--- src/rtl/fitness_evaluator_pkg.sv ---
// Shared definitions for the genetic-algorithm fitness loop: instruction
// geometry of the fitness unit and the evaluator state encoding.
package fitness_evaluator_pkg;

    localparam int OpcodeWidth        = 16;
    localparam int OpCounterWidth     = 2;
    localparam int GaInstructionWidth = OpcodeWidth * (2 ** OpCounterWidth);
    localparam int GaErrorWidth       = 5;

    typedef enum logic [1:0] {
        IDLE  = 2'd0,
        ISSUE = 2'd1,
        WAIT  = 2'd2,
        DONE  = 2'd3
    } evalState_e;

endpackage

--- src/rtl/fitness_evaluator_if.sv ---
// Start/finish handshake between the evaluator (master) and the fitness unit (slave).
interface fitness_evaluator_if
    import fitness_evaluator_pkg::*;
#(
    parameter int InstructionWidth = GaInstructionWidth,
    parameter int ErrorWidth       = GaErrorWidth
);

    logic [InstructionWidth-1:0] fit_individual;
    logic                        fit_start;
    logic [ErrorWidth-1:0]       fit_error;
    logic                        fit_finish;
    logic                        fit_buzy;

    modport master (
        output fit_individual,
        output fit_start,
        input  fit_error,
        input  fit_finish,
        input  fit_buzy
    );

    modport slave (
        input  fit_individual,
        input  fit_start,
        output fit_error,
        output fit_finish,
        output fit_buzy
    );

endinterface

--- src/rtl/fitness_evaluator_min_tracker.sv ---
// Registered running minimum: keeps the smallest value seen since the last
// clear, with the index and payload that produced it. Ties keep the older entry.
module ga_min_tracker
    import fitness_evaluator_pkg::*;
#(
    parameter int ValueWidth   = GaErrorWidth,
    parameter int IndexWidth   = 3,
    parameter int PayloadWidth = GaInstructionWidth
) (
    input  logic                    clk,
    input  logic                    rst,
    input  logic                    clear_i,
    input  logic                    update_i,
    input  logic [ValueWidth-1:0]   value_i,
    input  logic [IndexWidth-1:0]   index_i,
    input  logic [PayloadWidth-1:0] payload_i,
    output logic [ValueWidth-1:0]   best_value_o,
    output logic [IndexWidth-1:0]   best_index_o,
    output logic [PayloadWidth-1:0] best_payload_o
);

    logic [ValueWidth-1:0]   bestValue_q;
    logic [IndexWidth-1:0]   bestIndex_q;
    logic [PayloadWidth-1:0] bestPayload_q;

    // Clear restarts the search but keeps the payload; a strictly smaller value replaces the record.
    always_ff @(posedge clk or negedge rst) begin
        if (!rst) begin
            bestValue_q   <= '1;
            bestIndex_q   <= '0;
            bestPayload_q <= '0;
        end else if (clear_i) begin
            bestValue_q <= '1;
            bestIndex_q <= '0;
        end else if (update_i && (value_i < bestValue_q)) begin
            bestValue_q   <= value_i;
            bestIndex_q   <= index_i;
            bestPayload_q <= payload_i;
        end
    end

    assign best_value_o   = bestValue_q;
    assign best_index_o   = bestIndex_q;
    assign best_payload_o = bestPayload_q;

endmodule

--- src/rtl/fitness_evaluator.sv ---
// Sequencer that walks the stored population through the fitness unit one
// individual at a time, records every error and tracks the best individual.
module fitness_evaluator
    import fitness_evaluator_pkg::*;
#(
    parameter int PopulationSize   = 8,
    parameter int InstructionWidth = GaInstructionWidth,
    parameter int ErrorWidth       = GaErrorWidth,
    parameter int IndexWidth       = $clog2(PopulationSize)
) (
    input  logic                        clk,
    input  logic                        rst,
    input  logic                        run,
    input  logic                        pop_we,
    input  logic [IndexWidth-1:0]       pop_waddr,
    input  logic [InstructionWidth-1:0] pop_wdata,
    fitness_evaluator_if.master         fit,
    input  logic [IndexWidth-1:0]       err_raddr,
    output logic [ErrorWidth-1:0]       err_rdata,
    output logic [IndexWidth-1:0]       best_index,
    output logic [ErrorWidth-1:0]       best_error,
    output logic [InstructionWidth-1:0] best_individual,
    output logic                        done,
    output logic                        buzy
);

    localparam logic [IndexWidth-1:0] LastIndex = IndexWidth'(PopulationSize - 1);

    evalState_e                  state_q;
    logic [IndexWidth-1:0]       index_q;
    logic                        fitStart_q;
    logic                        done_q;
    logic                        finishPrev_q;
    logic [InstructionWidth-1:0] popMem_q [PopulationSize];
    logic [ErrorWidth-1:0]       errMem_q [PopulationSize];
    logic                        capture;
    logic                        clearBest;

    // A finish only counts on its rising edge, so a level left high by the
    // previous individual is never taken as the current one's result.
    assign capture   = (state_q == WAIT) && fit.fit_finish && !finishPrev_q;
    assign clearBest = (state_q == IDLE) && run;
    assign buzy      = (state_q != IDLE);

    // Sequencer FSM: issue, wait for the result, advance, then pulse done.
    always_ff @(posedge clk or negedge rst) begin
        if (!rst) begin
            state_q    <= IDLE;
            index_q    <= '0;
            fitStart_q <= 1'b0;
            done_q     <= 1'b0;
        end else begin
            fitStart_q <= 1'b0;
            done_q     <= 1'b0;
            case (state_q)
                IDLE: begin
                    if (run) begin
                        index_q <= '0;
                        state_q <= ISSUE;
                    end
                end
                ISSUE: begin
                    if (!fit.fit_buzy) begin
                        fitStart_q <= 1'b1;
                        state_q    <= WAIT;
                    end
                end
                WAIT: begin
                    if (capture) begin
                        if (index_q == LastIndex) begin
                            done_q  <= 1'b1;
                            state_q <= DONE;
                        end else begin
                            index_q <= index_q + IndexWidth'(1);
                            state_q <= ISSUE;
                        end
                    end
                end
                DONE: begin
                    state_q <= IDLE;
                end
                default: begin
                    state_q <= IDLE;
                end
            endcase
        end
    end

    // Registered copy of the finish level for edge detection.
    always_ff @(posedge clk or negedge rst) begin
        if (!rst) begin
            finishPrev_q <= 1'b0;
        end else begin
            finishPrev_q <= fit.fit_finish;
        end
    end

    // Per-individual error store; unevaluated entries read as the worst error.
    always_ff @(posedge clk or negedge rst) begin
        if (!rst) begin
            for (int i = 0; i < PopulationSize; i++) begin
                errMem_q[i] <= '1;
            end
        end else if (capture) begin
            errMem_q[index_q] <= fit.fit_error;
        end
    end

    // Population store, writable only while the sequencer is idle.
    always_ff @(posedge clk) begin
        if (pop_we && !buzy) begin
            popMem_q[pop_waddr] <= pop_wdata;
        end
    end

    ga_min_tracker #(
        .ValueWidth   (ErrorWidth),
        .IndexWidth   (IndexWidth),
        .PayloadWidth (InstructionWidth)
    ) uMinTracker (
        .clk            (clk),
        .rst            (rst),
        .clear_i        (clearBest),
        .update_i       (capture),
        .value_i        (fit.fit_error),
        .index_i        (index_q),
        .payload_i      (popMem_q[index_q]),
        .best_value_o   (best_error),
        .best_index_o   (best_index),
        .best_payload_o (best_individual)
    );

    assign fit.fit_individual = popMem_q[index_q];
    assign fit.fit_start      = fitStart_q;
    assign err_rdata          = errMem_q[err_raddr];
    assign done               = done_q;

endmodule

--- src/flat_wrapper.sv ---
// flat-port wrapper written by rule: the top's interface ports become plain ports
module fitness_evaluator_flat import fitness_evaluator_pkg::*;
#(
    parameter int PopulationSize   = 8,
    parameter int InstructionWidth = GaInstructionWidth,
    parameter int ErrorWidth       = GaErrorWidth,
    parameter int IndexWidth       = $clog2(PopulationSize)
)
  (clk, rst, run, pop_we, pop_waddr, pop_wdata, err_raddr, err_rdata, best_index, best_error, best_individual, done, buzy, fit_fit_individual, fit_fit_start, fit_fit_error, fit_fit_finish, fit_fit_buzy);
  fitness_evaluator_if #(.InstructionWidth(InstructionWidth), .ErrorWidth(ErrorWidth)) fit_i ();
  input  logic clk;
  input  logic rst;
  input  logic run;
  input  logic pop_we;
  input  logic [IndexWidth-1:0] pop_waddr;
  input  logic [InstructionWidth-1:0] pop_wdata;
  input  logic [IndexWidth-1:0] err_raddr;
  output logic [ErrorWidth-1:0] err_rdata;
  output logic [IndexWidth-1:0] best_index;
  output logic [ErrorWidth-1:0] best_error;
  output logic [InstructionWidth-1:0] best_individual;
  output logic done;
  output logic buzy;
  output wire logic [$bits(fit_i.fit_individual)-1:0] fit_fit_individual;
  output wire logic [$bits(fit_i.fit_start)-1:0] fit_fit_start;
  input wire logic [$bits(fit_i.fit_error)-1:0] fit_fit_error;
  input wire logic [$bits(fit_i.fit_finish)-1:0] fit_fit_finish;
  input wire logic [$bits(fit_i.fit_buzy)-1:0] fit_fit_buzy;
  assign fit_fit_individual = fit_i.fit_individual;
  assign fit_fit_start = fit_i.fit_start;
  assign fit_i.fit_error = fit_fit_error;
  assign fit_i.fit_finish = fit_fit_finish;
  assign fit_i.fit_buzy = fit_fit_buzy;
  fitness_evaluator #(.PopulationSize(PopulationSize), .InstructionWidth(InstructionWidth), .ErrorWidth(ErrorWidth), .IndexWidth(IndexWidth)) u_core (.clk(clk), .rst(rst), .run(run), .pop_we(pop_we), .pop_waddr(pop_waddr), .pop_wdata(pop_wdata), .fit(fit_i), .err_raddr(err_raddr), .err_rdata(err_rdata), .best_index(best_index), .best_error(best_error), .best_individual(best_individual), .done(done), .buzy(buzy));
endmodule
--- config.mk ---
export PLATFORM = sky130hd
export DESIGN_NAME = fitness_evaluator_flat
export DESIGN_NICKNAME = d
export VERILOG_FILES = /design/src/rtl/fitness_evaluator_pkg.sv /design/src/rtl/fitness_evaluator_if.sv /design/src/rtl/fitness_evaluator_min_tracker.sv /design/src/rtl/fitness_evaluator.sv /design/src/flat_wrapper.sv
export SDC_FILE = /design/constraint.sdc
export NUM_CORES = 1
export LEC_CHECK = 0
export CORE_MARGIN = 10
export CORE_UTILIZATION = 45
export DETAILED_ROUTE_END_ITERATION = 12
export DONT_BUFFER_PORTS = 1
export GPL_TIMING_DRIVEN = 0
export SYNTH_ARGS = -nofsm -noshare
export SYNTH_HDL_FRONTEND = slang
export SYNTH_HIERARCHICAL = 1
export SYNTH_SLANG_ARGS = --single-unit
--- constraint.sdc ---
create_clock -name clk -period 8.7 [get_ports clk]
set_input_delay 1.74 -clock clk [delete_from_list [all_inputs] [get_ports clk]]
set_output_delay 1.74 -clock clk [all_outputs]
set_load 0.1 [all_outputs]
==> flow_metrics.env, run 1 <==
export IMPL_finalSetupTns_ps=0
export IMPL_drc_errors=0
export IMPL_root_buffer="clkbuf_16"
export IMPL_num_rows=85
export IMPL_syn_instance_count=1320
export IMPL_syn_cell_area_um2=24700
export IMPL_worstSetupPathType="reg2out"
export IMPL_die_h_um=254
export IMPL_power_frac_comb_pct=34.3
export IMPL_rsz0062_at_grt="false"
export IMPL_grt_pass1_vias=13800
export IMPL_hp_start="u_core/errMem_q[8]"
export IMPL_critPathMaxFanout=10
export IMPL_cts_repair_resized=0
export IMPL_grt_util_met3_pct=6.28
export IMPL_path_buf_inv=4
export IMPL_cpMostUsedCell="buf_2"
export IMPL_track_usage_pct=20.9
export IMPL_vdd_drop_max_mv=0.290
export IMPL_crit_arrival_ps=3650
export IMPL_cts_sinks=632
export IMPL_ys_warnings_count=6
export IMPL_insertion_delay_ps=610
export IMPL_drive_gt1_share_pct=32.8
export IMPL_totalWireLength_um=67400
export IMPL_die_w_um=254
export IMPL_worstReg2RegEnd="u_core/uMinTracker/best_payload_o[12]"
export IMPL_core_area_um2=54000
export IMPL_hold_viol_final=0
export IMPL_tightest_slew_ps=1400
export IMPL_die_area_um2=64600
export IMPL_cts_path_max_buffers=3
export IMPL_crit_slowest_cell="nand2_1"
export IMPL_fin_crit_ps=5390
export IMPL_postRouteAntennaNets=0
export IMPL_grt_busiest_layer="met2"
export IMPL_drv_slew=0
export IMPL_first_iter_violations=1197
export IMPL_r2r_start="u_core/uMinTracker/best_value_o[2]"
export IMPL_io_pins=225
export IMPL_cts_tree="yes"
export IMPL_grt_max_degree=121
export IMPL_use_met2_pct=34.5
export IMPL_layout_cells_non_filler=2259
export IMPL_htreeDepth=3
export IMPL_clk_pin_slew_ps=60
export IMPL_setup_viol=0
export IMPL_antenna_found_initial=1
export IMPL_ys_seq_elements=632
export IMPL_initial_core_util_pct=45.7
export IMPL_synth_cell_types=61
export IMPL_nets=1596
export IMPL_syn_to_final_growth_pct=21.8
export IMPL_finalCritPeriodShare_pct=61.9
export IMPL_swShare_pct=42.9
export IMPL_synthArstFlopShare_pct=19.0
export IMPL_fin_worst_skew_ps=24.1
export IMPL_maxSlewHeadroom_pct=6.40
export IMPL_synthFlopType="edfxtp_1"
export IMPL_syn_nets=1407
export IMPL_path_cells="buf_2, buf_2, buf_2, buf_1, nand2_1, nand2_1"
export IMPL_routedWlPerCell_um=29.8
export IMPL_hold_worst_slack_ps=616
export IMPL_use_met1_pct=26.5
export IMPL_cts_setup_buffers=0
export IMPL_first_pass_iters=5
export IMPL_dp_hpwl_um=44300
export IMPL_syn_avg_cell_area_um2=18.7
export IMPL_worstSetupEndpointType="primary output"
export IMPL_viasPerCell=5.92
export IMPL_ff2ff_path_depth=7
export IMPL_pwr_share_seq_pct=40.9
export IMPL_status="finished, final reports clean"
export IMPL_p_clk_share_pct=24.8
export IMPL_grt_first_pass_wirelength_um=97600
export IMPL_p_switching_mw=5.16
export IMPL_fin_util_pct=55.6
export IMPL_cts_buffers=67
export IMPL_fmax_mhz=186
export IMPL_crit_required_ps=6960
export IMPL_gp_congestion=0.768
export IMPL_min_path_type="reg2reg"
export IMPL_dpl_instance_area_um2=27700
export IMPL_drv_cap=0
export IMPL_port_buffers=0
export IMPL_crit_family="buffers and inverters"
export IMPL_crit_path_end="fit_fit_individual[2]"
export IMPL_setup_worst_path_start="u_core/index_q[2]"
export IMPL_crit_cells=6
export IMPL_overflow=0
export IMPL_p_per_area_nw_per_um2=400
export IMPL_final_cell_area_um2=30100
export IMPL_leakagePower_nw=10.4
export IMPL_synth_edf_count=512
export IMPL_cpPeakStageDelay_ps=740
export IMPL_crit_path_start_kind="flip-flop"
export IMPL_dp_cells=2136
export IMPL_yosysSeqAreaShare_pct=74.7
export IMPL_internal_power_mw=6.87
export IMPL_vias=13400
export IMPL_reg2reg_slack_ps=4780
export IMPL_cts_hold_buf=0
flip-flops by register name (all words and copies together) (netlist names), 2 cells and up:
register	flops
u_core/errMem_q	40
u_core/popMem_q	512
u_core/uMinTracker/best_value_o	5
u_core/uMinTracker/best_payload_o	64
u_core/uMinTracker/best_index_o	3
u_core/state_q	2
u_core/index_q	3
cells in the final DEF (no fill, tap or decap), types with 33 or more instances in the layout:
cell       Yosys  final
nand2_1       63     63
dfstp_2       45     45
dfrtp_1       75     75
buf_1          4     45
clkbuf_16      0     69
mux2_4        50     50
clkbuf_1      25     33
mux4_2        44     44
edfxtp_1     512    512
a221oi_1      74     74
mux2i_1       60     60
mux2_2        76     76
buf_16         0     46
kinds of logic (layout without fill, tap and decap cells):
group                      after synthesis  in the layout  synth area share (%)
buffers and inverters                   88            330                  1.92
DFF                                    632            632                  74.7
adders and majority gates                6              6                 0.304
and+or+nand+nor                        131            131                  2.64
other                                    0              1                     0
AOI/OAI and AO/OA                      223            223                  7.00
muxes                                  240            240                  13.4
power groups by stage:
| stage | Combinational [mW] | Sequential [mW] | Clock (mW) |
|---|---|---|---|
| floorplan | 2.55 | 4.93 | 0 |
| global placement | 3.10 | 5.00 | 0 |
| detailed placement | 4.15 | 4.99 | 0 |
| CTS | 4.15 | 4.93 | 3.04 |
| global route | 4.29 | 4.95 | 3.16 |
| finish | 4.13 | 4.92 | 2.98 |
cell type report:
class                   count  area [µm²]
fillers                  4128       24000
flip-flops and latches    632       18400
multi-input cells         600        6020
repair buffers            120        1930
clock buffers              89        1920
well taps                 696         871
plain buffers              78         435
clock inverters            33         403
inverters                  10        37.5
diodes                      1        2.50
metal layers:
metal  share of wire (%)  up-vias
met5                   0        -
met4                 2.3        0
met3                 8.0       88
met2                  49      451
met1                  40     7106
li1                    -     5735
cell usage after synthesis (all sizes together) (6+ instances only):
master	number	area [µm²]
edfxtp	512	15400
mux2	136	1720
a221oi	75	663
dfrtp	75	1880
nand2	64	243
mux2i	60	601
buf	53	342
dfstp	45	1180
mux4	44	991
o21ai	35	175
clkbuf	25	93.8
a22oi	21	158
o22a	20	175
nor2	19	83.8
a21oi	12	60.1
o211ai	12	90.1
a22o	11	96.3
nand2b	11	83.8
inv	9	33.8
o221ai	7	61.3
and2	6	40.0
ha	6	75.1
nand3	6	30.0
nor2b	6	37.5
o22ai	6	37.5
metrics by stage:
step                setup WS (ps)  power (mW)
floorplan                    1830        7.47
global placement            -3110        8.10
detailed placement           3780        9.13
CTS                          3260        12.1
global route                 3170        12.4
finish                       3310        12.0
worst min-delay path by stage:
stage	to	slack [ps]	cells past startpoint
finish	u_core/errMem_q[8]	620	1
global route	u_core/errMem_q[23]	620	1
CTS	u_core/errMem_q[0]	620	1
detailed placement	u_core/errMem_q[0]	610	1
global placement	u_core/errMem_q[14]	610	1
floorplan	u_core/state_q[1]	570	1
(Power assumes the default switching activity.)
==> run 2: changes to the inputs <==
ABC_AREA = 1   (was not set)
clock period = 4.4 ns   (was 8.7 ns; I/O delays follow)
==> run 2 against run 1 <==
Combinational power up 61%. Synthesized area increased by 8.0%. Largest power group unchanged. Count of clock-buffer cells in the layout up 3. Total power up 80%. Sequential share of layout area down 0.50 points. Synthesized cell count increased by 100%. Global-route usage rose by 0.77 points. Clock power grew 88%. Setup slack worse by 3200 ps. Design area grew 0.82%. Routed wire length increased by 15%.
==> flow_metrics.env, run 2 <==
export IMPL_port_buffers=0
export IMPL_setup_worst_path_start="u_core/index_q[2]"
export IMPL_ys_warnings_count=6
export IMPL_synth_edf_count=512
export IMPL_r2r_start="u_core/state_q[1]"
export IMPL_vdd_drop_max_mv=0.573
export IMPL_initial_core_util_pct=45.3
export IMPL_first_iter_violations=1614
export IMPL_syn_instance_count=2658
export IMPL_fillCellCount=5230
export IMPL_syn_avg_cell_area_um2=10.0
export IMPL_dp_cells=3451
export IMPL_regMostFlops="u_core/popMem_q"
export IMPL_use_met2_pct=34.7
export IMPL_syn_cell_area_um2=26600
export IMPL_maxSlewHeadroom_pct=17.3
export IMPL_die_w_um=263
export IMPL_vias=18700
export IMPL_min_path_type="in2async"
export IMPL_postRouteAntennaNets=0
export IMPL_nets=2836
export IMPL_drive_gt1_share_pct=10.4
export IMPL_layout_cells_non_filler=3577
export IMPL_cts_repair_resized=0
export IMPL_grt_busiest_layer="met2"
export IMPL_grt_first_pass_wirelength_um=114000
export IMPL_routedWlPerCell_um=21.6
export IMPL_htreeDepth=3
export IMPL_io_pins=225
export IMPL_finalSetupTns_ps=0
export IMPL_grt_max_degree=76
export IMPL_synth_cell_types=27
export IMPL_drv_cap=0
export IMPL_cpPeakStageDelay_ps=930
export IMPL_p_total_mw=21.6
export IMPL_die_h_um=263
export IMPL_leakagePower_nw=13.0
export IMPL_synthArstFlopShare_pct=19.0
export IMPL_first_pass_iters=5
export IMPL_crit_cells=6
export IMPL_yosys_top_cells_area="edfxtp_1 (58%), nand2_1 (23%), dfrtp_1 (7.0%)"
export IMPL_worstReg2RegEnd="u_core/popMem_q[2][39]"
export IMPL_path_buf_inv=4
export IMPL_clk_pin_slew_ps=60
export IMPL_yosys_area_top_type="edfxtp_1"
export IMPL_use_met1_pct=28.2
export IMPL_crit_path_end="fit_fit_individual[60]"
export IMPL_cts_tree="yes"
export IMPL_tightest_slew_ps=1240
export IMPL_fin_util_pct=51.5
export IMPL_setup_viol=0
export IMPL_syn_to_final_growth_pct=13.7
export IMPL_synth_most_common_cell="nand2_1"
export IMPL_largest_reg_flops=512
export IMPL_worstSetupPathType="reg2out"
export IMPL_final_common_cell="nand2_1"
export IMPL_fin_worst_skew_ps=25.4
export IMPL_grt_util_met3_pct=5.96
export IMPL_final_cell_mix="nand2_1 (1,624), edfxtp_1 (512), buf_2 (83), dfrtp_1 (75), nand4_1 (71)"
export IMPL_crit_arrival_ps=3430
export IMPL_core_area_um2=58800
export IMPL_ys_seq_elements=632
export IMPL_fmax_mhz=232
export IMPL_yosysSeqAreaShare_pct=69.2
export IMPL_root_buffer="clkbuf_16"
export IMPL_ff2ff_path_depth=6
export IMPL_totalWireLength_um=77300
export IMPL_synthFlopType="edfxtp_1"
export IMPL_die_area_um2=69300
export IMPL_insertion_delay_ps=610
export IMPL_drc_errors=0
export IMPL_grt_pass1_vias=17700
export IMPL_path_cells="buf_2, inv_1, buf_2, buf_1, nand2_1, nand2_1"
export IMPL_status="finished, final reports clean"
export IMPL_hold_viol_final=0
export IMPL_worstSetupEndpointType="primary output"
export IMPL_overflow=0
export IMPL_syn_nets=2745
export IMPL_cts_buffers=68
export IMPL_p_per_area_nw_per_um2=713
export IMPL_antenna_found_initial=0
export IMPL_fin_crit_ps=4310
export IMPL_crit_required_ps=3520
export IMPL_finalCritPeriodShare_pct=98.0
export IMPL_crit_family="buffers and inverters"
export IMPL_critPathMaxFanout=10
export IMPL_synth_common_cells="nand2_1 (1,624), edfxtp_1 (512), buf_2 (83)"
export IMPL_track_usage_pct=21.7
export IMPL_dp_hpwl_um=50000
export IMPL_rsz0062_at_grt="false"
export IMPL_gp_congestion=0.809
export IMPL_viasPerCell=5.23
export IMPL_crit_path_start_kind="flip-flop"
export IMPL_num_rows=89
export IMPL_drv_slew=0
export IMPL_reg2reg_slack_ps=940
export IMPL_crit_slowest_cell="nand2_1"
export IMPL_cts_path_max_buffers=3
export IMPL_synth_top_cell_area_share_pct=57.7
export IMPL_cts_sinks=632
[run 2: report_power, final]
part           internal, mW  switching (mW)  total (mW)
clock network          3.27            2.32        5.59
registers              6.99            2.39        9.39
logic                  1.15            5.47        6.63
total                  11.4            10.2        21.6
[run 2: kinds of logic (layout without fill, tap and decap cells)]
group / after synthesis / in the layout / synth area share (%)
adder cells (fa/ha/maj): 6 / 6 / 0.282
flip-flops: 632 / 632 / 69.2
AO/OA/AOI/OAI: 42 / 42 / 0.789
buffers and inverters: 209 / 354 / 3.66
other: 0 / 1 / 0
AND/OR/NAND/NOR: 1769 / 1769 / 26.1
[run 2: worst min path at each step]
| stage | startpoint | end | slack [ps] | cells after the start |
|---|---|---|---|---|
| after global routing | rst | u_core/errMem_q[1] | 100 | 0 |
| after floorplan | u_core/errMem_q[18] | u_core/errMem_q[18] | 450 | 2 |
| after global placement | u_core/errMem_q[27] | u_core/errMem_q[27] | 460 | 2 |
| final | rst | u_core/uMinTracker/best_value_o[3] | 130 | 0 |
| after detailed placement | u_core/errMem_q[29] | u_core/errMem_q[29] | 470 | 2 |
| after CTS | rst | u_core/uMinTracker/best_value_o[1] | 90 | 0 |
[run 2: worst register-to-register path: cells and delay by family (launching register included)]
family	cells	cell delay (ps)
simple gates	4	2270
buf+inv	2	440
flops	1	410
[run 2: metal layers]
metal / wire length (µm) / up-vias / part of all wire (%)
li1: - / 8811 / -
met1: 32300 / 9097 / 42
met2: 36100 / 700 / 47
met3: 7150 / 114 / 9.3
met4: 1790 / 0 / 2.3
met5: 0 / - / 0
[run 2: layout make-up]
| type | count | area, µm² | share of cell area (%) |
|---|---|---|---|
| clock buffer | 92 | 1860 | 6.14 |
| tap | 773 | 967 | 3.19 |
| sequential | 632 | 18400 | 60.8 |
| buffer | 134 | 693 | 2.29 |
| antenna | 1 | 2.50 | 0.00826 |
| multi-input combinational | 1817 | 7300 | 24.1 |
| inverter | 75 | 282 | 0.929 |
| clock inverter | 32 | 305 | 1.01 |
| timing repair buffer | 21 | 458 | 1.51 |
[run 2: stage by stage]
stage                     setup WS [ps]  hold WS, ps  area [µm²]
after floorplan                    -313          454       26600
after global placement            -3690          464       27600
after detailed placement            816          467       28100
after CTS                           153         93.8       30300
after global routing               45.0         99.0       30300
final                              89.8          131       30300
[run 2: repair_timing]
| item | in CTS | in global routing |
|---|---|---|
| hold endpoints to repair | 75 | 0 |
| hold buffers | 1 | 0 |
| setup buffers | 0 | 0 |
==> run 3: changes to the inputs <==
CORE_ASPECT_RATIO = 1.4   (was not set)
SLEW_MARGIN = 20   (was not set)
==> run 3 against run 2 <==
Worst hold slack got worse by 29 ps. First-iteration DRC count fell by 11%. Total power fell by 2.5%. Routed wire length rose by 0.32%. Critical path type unchanged. Largest power group unchanged. Clock power fell by 9.8%.
==> flow_metrics.env, run 3 (synthesis gave the netlist of run 2 again) <==
export IMPL_regMostFlops="u_core/popMem_q"
export IMPL_internal_power_mw=11.0
export IMPL_initial_core_util_pct=45.5
export IMPL_dpl_worst_slack_ps=798
export IMPL_pwr_share_seq_pct=44.5
export IMPL_crit_arrival_ps=3360
export IMPL_vdd_drop_max_mv=0.589
export IMPL_p_switching_mw=10.1
export IMPL_grt_max_degree=76
export IMPL_first_pass_iters=6
export IMPL_postRouteAntennaNets=0
export IMPL_drv_slew=0
export IMPL_layout_setup_ws_ps=160
export IMPL_nets=2835
export IMPL_io_pins=225
export IMPL_rsz0062_at_grt="false"
export IMPL_cts_setup_buffers=0
export IMPL_critPathMaxFanout=10
export IMPL_leakagePower_nw=12.9
export IMPL_drv_cap=0
export IMPL_die_w_um=226
export IMPL_syn_to_final_growth_pct=13.5
export IMPL_tightest_slew_ps=1170
export IMPL_viasPerCell=5.26
export IMPL_crit_path_start_kind="flip-flop"
export IMPL_status="finished, final reports clean"
export IMPL_die_h_um=308
export IMPL_num_rows=105
export IMPL_final_cell_area_um2=30300
export IMPL_port_buffers=0
export IMPL_r2r_start="u_core/state_q[1]"
export IMPL_crit_required_ps=3520
export IMPL_power_frac_comb_pct=31.6
export IMPL_crit_path_end="fit_fit_individual[48]"
export IMPL_htreeDepth=2
export IMPL_cts_path_max_buffers=3
export IMPL_cts_sinks=632
export IMPL_antenna_found_initial=1
export IMPL_setup_viol=0
export IMPL_largest_reg_flops=512
export IMPL_swShare_pct=47.8
export IMPL_cts_repair_resized=0
export IMPL_min_path_type="in2async"
export IMPL_cts_tree="yes"
export IMPL_finalCritPeriodShare_pct=96.4
export IMPL_gp_congestion=0.799
export IMPL_p_total_mw=21.1
export IMPL_first_iter_violations=1444
export IMPL_cts_hold_buf=1
export IMPL_dp_cells=3435
export IMPL_overflow=0
export IMPL_worstReg2RegEnd="u_core/popMem_q[4][25]"
export IMPL_p_clk_share_pct=23.9
export IMPL_worstSetupEndpointType="primary output"
export IMPL_final_common_cell="nand2_1"
export IMPL_drc_errors=0
export IMPL_ff2ff_path_depth=8
export IMPL_die_area_um2=69500
export IMPL_reg2reg_slack_ps=970
export IMPL_dpl_instance_area_um2=28300
export IMPL_track_usage_pct=22.0
export IMPL_vias=18600
export IMPL_routedWlPerCell_um=21.9
export IMPL_finalSetupTns_ps=0
export IMPL_insertion_delay_ps=630
export IMPL_diodes=0
export IMPL_final_cell_mix="nand2_1 (1,624), edfxtp_1 (512), buf_2 (83), dfrtp_1 (75), nand4_1 (71)"
export IMPL_totalWireLength_um=77500
export IMPL_maxSlewHeadroom_pct=21.6
export IMPL_grt_pass1_vias=18000
export IMPL_hold_viol_final=0
export IMPL_worstSetupPathType="reg2out"
export IMPL_layout_cells_non_filler=3543
export IMPL_drive_gt1_share_pct=10.5
export IMPL_root_buffer="clkbuf_16"
export IMPL_fmax_mhz=236
export IMPL_fin_worst_skew_ps=14.2
export IMPL_clk_pin_slew_ps=60
export IMPL_grt_first_pass_wirelength_um=114000
export IMPL_core_area_um2=58600
export IMPL_fin_crit_ps=4240
export IMPL_cts_buffers=59
export IMPL_setup_worst_path_start="u_core/index_q[2]"
export IMPL_dp_hpwl_um=52000
export IMPL_p_per_area_nw_per_um2=696
==> run 3: routing by layer <==
metal	GRT usage, %	up-vias	routed length (µm)
li1	-	8798	-
met1	26.8	8986	30200
met2	37.7	716	38400
met3	5.07	139	6390
met4	7.92	0	2500
met5	0	-	0
==> run 3: worst min-delay path by stage <==
stage                               end  slack [ps]  depth (start not counted)
finish               u_core/errMem_q[0]         100                          0
global route        u_core/errMem_q[19]          80                          0
CTS                 u_core/errMem_q[19]          70                          0
detailed placement  u_core/errMem_q[29]         460                          2
global placement    u_core/errMem_q[29]         460                          2
floorplan           u_core/errMem_q[18]         450                          2
==> run 3: metrics by stage <==
step,utilization (%),hold slack (ps)
3_3_place_gp,47.1,460
2_1_floorplan,-,454
4_1_cts,51.6,74.9
6_report,51.6,101
3_5_place_dp,48.3,464
5_1_grt,51.6,80.4
==> run 3: power by group through the flow <==
stage | combinational (mW) | sequential (mW) | clock [mW]
global route | 7.20 | 9.43 | 5.36
finish | 6.65 | 9.37 | 5.04
floorplan | 5.06 | 9.41 | 0
CTS | 6.68 | 9.39 | 5.13
detailed placement | 6.64 | 9.51 | 0
global placement | 6.47 | 9.54 | 0
==> run 3: critical path: stages (launching register included) <==
cell	delay, ps
dfrtp_1	400
buf_2	190
inv_1	100
buf_2	310
buf_1	720
nand2_1	180
nand2_1	810
==> run 3: final cells by class <==
| type | instances | area [µm²] |
|---|---|---|
| Buffer | 134 | 693 |
| Clock buffer | 81 | 1670 |
| Clock inverter | 26 | 224 |
| Fill cell | 5210 | 28300 |
| Inverter | 75 | 282 |
| Multi-Input combinational cell | 1817 | 7300 |
| Sequential cell | 632 | 18400 |
| Tap cell | 749 | 937 |
| Timing Repair Buffer | 29 | 716 |
